<file path="src/rtl/vga_pixel_out.sv">
// rtl/vga_pixel_out.sv - VGA timing generator and FIFO read-side pixel pipeline (optional VGA_UNDERFLOW_CNT_EN)
module vga_pixel_out #(
    parameter int RGB_W     = 12,
    parameter int H_DISPLAY = 640,
    parameter int H_FP      = 16,
    parameter int H_SYNC    = 96,
    parameter int H_BP      = 48,
    parameter int V_DISPLAY = 480,
    parameter int V_FP      = 10,
    parameter int V_SYNC    = 2,
    parameter int V_BP      = 33,
    parameter bit SYNC_POL  = 1'b0
) (
    input  logic             clk,
    input  logic             rst_n,
    input  logic             enable,
    output logic             fifo_read,
    input  logic [RGB_W-1:0] fifo_dout,
    input  logic             fifo_empty,
    output logic             vga_hsync,
    output logic             vga_vsync,
    output logic [RGB_W-1:0] vga_rgb,
    output logic             frame_start,
    output logic             underflow
`ifdef VGA_UNDERFLOW_CNT_EN
    ,
    output logic [15:0]      underflow_cnt
`endif
);

    localparam int H_TOTAL = H_DISPLAY + H_FP + H_SYNC + H_BP;
    localparam int V_TOTAL = V_DISPLAY + V_FP + V_SYNC + V_BP;
    localparam int HW      = $clog2(H_TOTAL);
    localparam int VW      = $clog2(V_TOTAL);

    localparam logic [HW-1:0] H_LAST  = HW'(H_TOTAL - 1);
    localparam logic [VW-1:0] V_LAST  = VW'(V_TOTAL - 1);
    localparam logic [HW-1:0] H_ACT   = HW'(H_DISPLAY);
    localparam logic [VW-1:0] V_ACT   = VW'(V_DISPLAY);
    localparam logic [HW-1:0] HS_BEG  = HW'(H_DISPLAY + H_FP);
    localparam logic [HW-1:0] HS_END  = HW'(H_DISPLAY + H_FP + H_SYNC - 1);
    localparam logic [VW-1:0] VS_BEG  = VW'(V_DISPLAY + V_FP);
    localparam logic [VW-1:0] VS_END  = VW'(V_DISPLAY + V_FP + V_SYNC - 1);

    typedef enum logic [1:0] {IDLE, WAIT, RUN} state_t;

    state_t          state, state_next;
    logic [HW-1:0]   h_cnt;
    logic [VW-1:0]   v_cnt;
    logic            active, hs_raw, vs_raw, last_pix, uf_event;
    logic            active_d, hs_d, vs_d, read_issued_d;

    assign active   = (h_cnt < H_ACT) && (v_cnt < V_ACT);
    assign hs_raw   = (h_cnt >= HS_BEG) && (h_cnt <= HS_END);
    assign vs_raw   = (v_cnt >= VS_BEG) && (v_cnt <= VS_END);
    assign last_pix = (h_cnt == H_LAST) && (v_cnt == V_LAST);
    assign uf_event = (state == RUN) && active && fifo_empty;

    assign frame_start = (state != IDLE) && (h_cnt == '0) && (v_cnt == '0);

    always_ff @(posedge clk or negedge rst_n) begin
        if (!rst_n) begin
            state <= IDLE;
        end else begin
            state <= state_next;
        end
    end

    // Entry to RUN waits for a frame boundary so the first pop is pixel (0,0).
    always_comb begin
        state_next = state;
        fifo_read  = 1'b0;
        case (state)
            IDLE: if (enable) state_next = WAIT;
            WAIT: begin
                if (!enable)                       state_next = IDLE;
                else if (last_pix && !fifo_empty)  state_next = RUN;
            end
            RUN: begin
                fifo_read = active && !fifo_empty;
                if (!enable) state_next = IDLE;
            end
            default: state_next = IDLE;
        endcase
    end

    always_ff @(posedge clk or negedge rst_n) begin
        if (!rst_n) begin
            h_cnt <= '0;
            v_cnt <= '0;
        end else if (state == IDLE || !enable) begin
            h_cnt <= '0;
            v_cnt <= '0;
        end else if (h_cnt == H_LAST) begin
            h_cnt <= '0;
            v_cnt <= (v_cnt == V_LAST) ? '0 : v_cnt + 1'b1;
        end else begin
            h_cnt <= h_cnt + 1'b1;
        end
    end

    // Stage 1 lines up with the FIFO's registered dout; stage 2 drives the pins.
    always_ff @(posedge clk or negedge rst_n) begin
        if (!rst_n) begin
            active_d      <= 1'b0;
            hs_d          <= 1'b0;
            vs_d          <= 1'b0;
            read_issued_d <= 1'b0;
            vga_hsync     <= !SYNC_POL;
            vga_vsync     <= !SYNC_POL;
            vga_rgb       <= '0;
        end else begin
            active_d      <= active;
            hs_d          <= hs_raw;
            vs_d          <= vs_raw;
            read_issued_d <= fifo_read;
            vga_hsync     <= hs_d ? SYNC_POL : !SYNC_POL;
            vga_vsync     <= vs_d ? SYNC_POL : !SYNC_POL;
            vga_rgb       <= (active_d && read_issued_d) ? fifo_dout : '0;
        end
    end

    always_ff @(posedge clk or negedge rst_n) begin
        if (!rst_n) begin
            underflow <= 1'b0;
        end else if (state == IDLE && enable) begin
            underflow <= 1'b0;
        end else if (uf_event) begin
            underflow <= 1'b1;
        end
    end

`ifdef VGA_UNDERFLOW_CNT_EN
    always_ff @(posedge clk or negedge rst_n) begin
        if (!rst_n) begin
            underflow_cnt <= '0;
        end else if (state == IDLE && enable) begin
            underflow_cnt <= '0;
        end else if (uf_event && underflow_cnt != 16'hFFFF) begin
            underflow_cnt <= underflow_cnt + 16'd1;
        end
    end
`endif

endmodule

</file>
<file path="config.mk">
export PLATFORM = sky130hd
export DESIGN_NAME = vga_pixel_out
export DESIGN_NICKNAME = d
export VERILOG_FILES = /design/src/rtl/vga_pixel_out.sv
export SDC_FILE = /design/constraint.sdc
export NUM_CORES = 1
export LEC_CHECK = 0
export ABC_CLOCK_PERIOD_IN_PS = 2000
export CAP_MARGIN = 20
export CORE_MARGIN = 2
export CORE_UTILIZATION = 45
export DETAILED_ROUTE_END_ITERATION = 7
export PLACE_DENSITY = 0.7
export SLEW_MARGIN = 10
export SYNTH_ARGS = -nofsm -noshare
export SYNTH_HDL_FRONTEND = slang
export SYNTH_SLANG_ARGS = --single-unit
</file>
<file path="constraint.sdc">
create_clock -name clk -period 2 [get_ports clk]
set_input_delay 0.4 -clock clk [delete_from_list [all_inputs] [get_ports clk]]
set_output_delay 0.4 -clock clk [all_outputs]
set_load 0.1 [all_outputs]
</file>
# Word level (Yosys, flattened, before mapping)
# Cells that the tools add are included.
[word_totals] mem_bits_rw=0 wordCells=64 ff_bits=41 mem_count=0 input_bits=16 out_inout_bits=17 latchBits=0 mem_bits_ro=0
[op_classes] n_mux=16 reduce_logical=22 n_addsub=2 shift=0 bitwise=0 n_eq_ne=7 mul=0 div_mod_pow=0 n_lt_le_gt_ge=6
[ops] cell="10-bit two-way mux" n=5
[ops] cell="10-bit by 1-bit adder with 10-bit output (second input constant)" n=2
[ops] cell="10-bit equality test (second input constant)" n=2
[ops] cell="10-bit zero test" n=2
[ops] cell="1-bit logical AND" n=12
[ops] cell="12-bit two-way mux" n=1
[ops] cell="10-bit greater-or-equal comparator (second input constant)" n=1
[ops] cell="10-bit by 9-bit greater-or-equal comparator with 1-bit output (second input constant)" n=1
[ops] cell="10-bit less-or-equal comparator (second input constant)" n=1
[ops] cell="10-bit by 9-bit less-or-equal comparator with 1-bit output (second input constant)" n=1
[ops] cell="10-bit less-than comparator (second input constant)" n=1
[ops] cell="10-bit by 9-bit less-than comparator with 1-bit output (second input constant)" n=1
[ops] cell="2-bit two-way mux" n=4
[ops] cell="2-bit one-hot mux with 3 select lines" n=1
[ops] cell="2-bit nonzero test" n=3
[ops] cell="1-bit two-way mux" n=5
[ops] cell="2-bit inequality test (second input constant)" n=2
[ops] cell="3-bit inequality test (second input constant)" n=1
[ops] cell="3-bit AND reduction" n=1
[ops] cell="2-bit by 1-bit equality test with 1-bit output (second input constant)" n=1
[ops] cell="2-bit equality test (second input constant)" n=1
[ops] cell="1-bit zero test" n=2
[ops] cell="2-bit zero test" n=1
[ops] cell="1-bit logical OR" n=1

# Logic depth before layout (Yosys ltp)
# Gate-level depths: netlist of the first run.
[depth] word_depth=6 mapped_depth=6

# Worst setup path before layout of the first run
# No wires, ideal clock.
[synth_timing] kind="reg2out" startpoint="reg h_cnt[5]" endpoint="out frame_start" path_buffers=0 t_required_ns=1.600 path_slack_ns=-1.822 t_arrival_ns=3.422 stages_incl_launch_ff=4 path_cell_list="dfrtp_1 -> or3_4 -> or4_2 -> nor3_1"
[synth_via] elab_chain_len=3
[synth_lines] element="start, declared" line_no="48" text="logic [HW-1:0] h_cnt;"
[synth_lines] element="start signal, assigned" line_no="98" text="h_cnt <= h_cnt + 1'b1;"
[synth_lines] element="10-bit zero test" line_no="59" text="assign frame_start = (state != IDLE) && (h_cnt == '0) && (v_cnt == '0);"
[synth_lines] element="1-bit logical AND (2 in series)" line_no="59"
[synth_lines] element="end, declared" line_no="23" text="output logic frame_start,"
# No other way between the ends.

# Worst setup path in the final report of the first run
[layout_timing] startpoint="reg h_cnt[6]" endpoint="out frame_start"
# The elaborated chain is that of the path after synthesis.

==> results.sh, run 1 <==
export IMPL_status="complete, but fails checks"
export IMPL_violations="negative setup slack"
export IMPL_synth_nets=200
export IMPL_cp_slowest_stage_delay_ps=430
export IMPL_clockBufferDepth=2
export IMPL_peakVddDrop_mv=0.4880
export IMPL_avgSynthCellArea_sq_um=10.34
export IMPL_synth_seq_area_share_pct=55.28
export IMPL_crit_family="simple AND/OR/NAND/NOR gates"
export IMPL_die_x_um=68.30
export IMPL_maxSlewHeadroom_pct=65.29
export IMPL_clk_latency_ps=290
export IMPL_fmax_mhz=442.6
export IMPL_core_area_sq_mm=0.004000
export IMPL_critPathLaunchType="register"
export IMPL_nNetsFinal=255
export IMPL_area_delta_synth_final_pct=34.70
export IMPL_finClkSkew_ps=4.439
export IMPL_fin_crit_ps=2259
export IMPL_synth_seq_cells=41
export IMPL_dp_final_hpwl_mm=3.004
export IMPL_gr_usage_met3_pct=4.441
export IMPL_synthAdderAreaFrac_pct=2.690
export IMPL_rows=23
export IMPL_drt_vias_per_instance=5.572
export IMPL_drv_cap=0
export IMPL_crit_cells=4
export IMPL_p_per_area_mw_per_mm2=626.1
export IMPL_crit_required_ps=1600
export IMPL_total_power_mw=1.569
export IMPL_initial_utilization_pct=46.51
export IMPL_synthTopCellsByCount="dfrtp_1 (39), and3_1 (16), nor2_1 (15)"
export IMPL_post_drt_wl_per_cell_um=15.55
export IMPL_worstPathMaxFanout=2
export IMPL_postLayoutSetupSlackWorst_ps=-259.4
export IMPL_cp_arrival_ps=1860
export IMPL_drc=0
export IMPL_cts_buffers=5
export IMPL_grt_max_degree=42
export IMPL_r2r_slack_ps=130
export IMPL_cts_htree_levels=2
export IMPL_portBuffers=32
export IMPL_syn_area_sq_mm=0.001861
export IMPL_grt_pass1_vias=1525
export IMPL_ys_warn_count=0
export IMPL_synth_mux_area_share_pct=0
export IMPL_synth_area_top_cells="dfrtp_1 (52%), and3_1 (5.4%), nor2_1 (3.0%)"
export IMPL_cpMaxStageDelayCell="or4_4"
export IMPL_tightest_slew_ps=520.7
export IMPL_top_usage_layer="met2"
export IMPL_cts_num_sinks=41
export IMPL_drtIter0Drc=119
export IMPL_synthSimpleGateAreaFrac_pct=25.76
export IMPL_diodes=0
export IMPL_synth_main_ff_cell="dfrtp_1"
export IMPL_rr_worst_depth=6
export IMPL_first_pass_iters=4
export IMPL_antenna_found_initial=0
export IMPL_finalCritPeriodShare_pct=113.0
export IMPL_cts_tree="built"
export IMPL_power_leakage_nw=1.137
export IMPL_startpoint="h_cnt[6]"
export IMPL_dieArea_sq_mm=0.004665
export IMPL_hold_ws_ps=161.6
export IMPL_synth_edf_count=0
export IMPL_slew_violations=0
export IMPL_synth_top_area_share_pct=52.45
export IMPL_worstReg2RegStart="h_cnt[6]"
export IMPL_vias=1588
export IMPL_grt_pass1_wl_mm=7.003
export IMPL_synth_compound_area_share_pct=9.886
export IMPL_hold_viol_final=0
export IMPL_io_pins=33
export IMPL_r2r_end="h_cnt[5]"
export IMPL_gr_usage_all_layers_pct=20.45
export IMPL_cp_buffers_inverters=1
export IMPL_synth_top_family_by_area="simple AND/OR/NAND/NOR gates"
export IMPL_die_y_um=68.30
export IMPL_routabilityCongestion=0.9194
export IMPL_end_kind="output port"
export IMPL_layout_drive_gt1_share_pct=25.96
export IMPL_path_class="register to output port"
export IMPL_yosysMostFrequentCell="dfrtp_1"
export IMPL_clkTransAtPathRegs_ps=70
export IMPL_fillers=310
export IMPL_ant_nets=0
export IMPL_worstPathCellList="or3_4 > or4_4 > nor3_4 > buf_12"
export IMPL_cts_root_buf="clkbuf_8"
export IMPL_synth_largest_area_cell="dfrtp_1"
export IMPL_wl_mm=4.431
export IMPL_grtUsageMet2_pct=33.13
export IMPL_grt_met1_usage_pct=26.17
export IMPL_async_flop_share_pct=100.0
export IMPL_synth_cell_types=34
export IMPL_syn_instance_count=180
export IMPL_setup_viol=1
export IMPL_min_path_type="input pin to asynchronous set/reset pin"
export IMPL_grt_ovfl_total=0
export IMPL_synth_xor_area_share_pct=3.295
export IMPL_rsz0062_at_grt="yes"
## sequential cells by signal, indices dropped and copies added (netlist names)
register	cells
active_d	1
h_cnt	10
hs_d	1
read_issued_d	1
state	2
underflow	1
v_cnt	10
vga_hsync	1
vga_rgb	12
vga_vsync	1
vs_d	1
## kinds of logic after synthesis
logic type | after synthesis
xor gates and xnor gates | 7
DFF | 41
and+or+nand+nor | 82
adders and majority gates | 4
buffers and inverters | 15
AOI/OAI and AO/OA | 31
## final cells by class
type / count / area (sq um) / area share [%]
Timing Repair Buffer: 51 / 466.7 / 18.62
Sequential cell: 41 / 1032 / 41.19
Clock buffer: 5 / 68.82 / 2.746
Inverter: 12 / 45.04 / 1.797
Clock inverter: 2 / 35.03 / 1.398
Multi-Input combinational cell: 124 / 795.8 / 31.75
Tap cell: 50 / 62.56 / 2.496
## timing repair
action                                  4_1_cts  5_1_grt
resized for setup                             3        5
pin swaps                                     2        4
setup buffers                                 1        7
endpoints found under the setup margin        2       13
hold buffers                                  0        0
## worst max path at each step
stage,end,slack [ps]
finish,frame_start,-260
global route,frame_start,-310
CTS,frame_start,-260
detailed placement,frame_start,-10
global placement,frame_start,-3
floorplan,frame_start,-480
## where the power goes
part / internal [mW] / switching [mW] / total (mW)
clock network: 0.362 / 0.270 / 0.632
registers: 0.832 / 0.00389 / 0.836
logic: 0.0465 / 0.0546 / 0.101
total: 1.24 / 0.328 / 1.57
## worst reg2reg max path, stage by stage, from the launching register on
cell	delay, ps
dfrtp_1	390
or3_4	380
buf_4	160
or3_4	400
nand2_1	190
buf_4	190
nor2_1	60
## layer usage
layer  wire length, um  up-vias
li1                  -      754
met1              1956      769
met2              2088       58
met3               317        7
met4                68        0
met5                 0        -
## layout by cell type, fill, tap and decap left out, drive strengths merged
| cell type | netlist | routed |
|---|---|---|
| or3 | 8 | 8 |
| clkinv | 0 | 1 |
| xor2 | 1 | 1 |
| or4 | 1 | 1 |
| clkdlybuf4s50 | 0 | 14 |
| o21ai | 10 | 10 |
| bufinv | 0 | 1 |
| nand3 | 11 | 11 |
| dfstp | 2 | 2 |
| and3b | 2 | 2 |
| o31a | 1 | 1 |
| clkbuf | 3 | 6 |
| o211ai | 3 | 3 |
| a31oi | 7 | 7 |
| o21a | 1 | 1 |
| nor3 | 5 | 5 |
| and3 | 16 | 16 |
| inv | 12 | 12 |
| o31ai | 1 | 1 |
| dfrtp | 39 | 39 |
| nand2 | 7 | 7 |
| a22o | 1 | 1 |
| nor2 | 15 | 15 |
| a21oi | 7 | 7 |
| nand4 | 7 | 7 |
| ha | 4 | 4 |
| buf | 0 | 36 |
| nor2b | 4 | 4 |
| and2 | 1 | 1 |
| nor4 | 4 | 4 |
| xnor2 | 6 | 6 |
| or2 | 1 | 1 |
## per-stage QoR
stage          cells  cell area [sq um]  TNS, ps  utilization, %  worst slack [ps]
2_1_floorplan    180               1874   -475.1               -            -475.1
6_report         285               2506   -259.4           62.65            -259.4
4_1_cts          279               2454   -264.5           61.34            -264.5
3_5_place_dp     271               2337   -12.02           58.43            -12.02
5_1_grt          285               2506   -329.1           62.65            -314.3
3_3_place_gp     271               2337   -2.784           58.43            -2.784
Note: power is estimated with default switching activity, not from simulation.
==> inputs of run 2 (changes only) <==
- CAP_MARGIN: 20 -> unset
==> results of run 2 <==
Same layout as run 1: the final DEF is identical, and so are final timing and power.
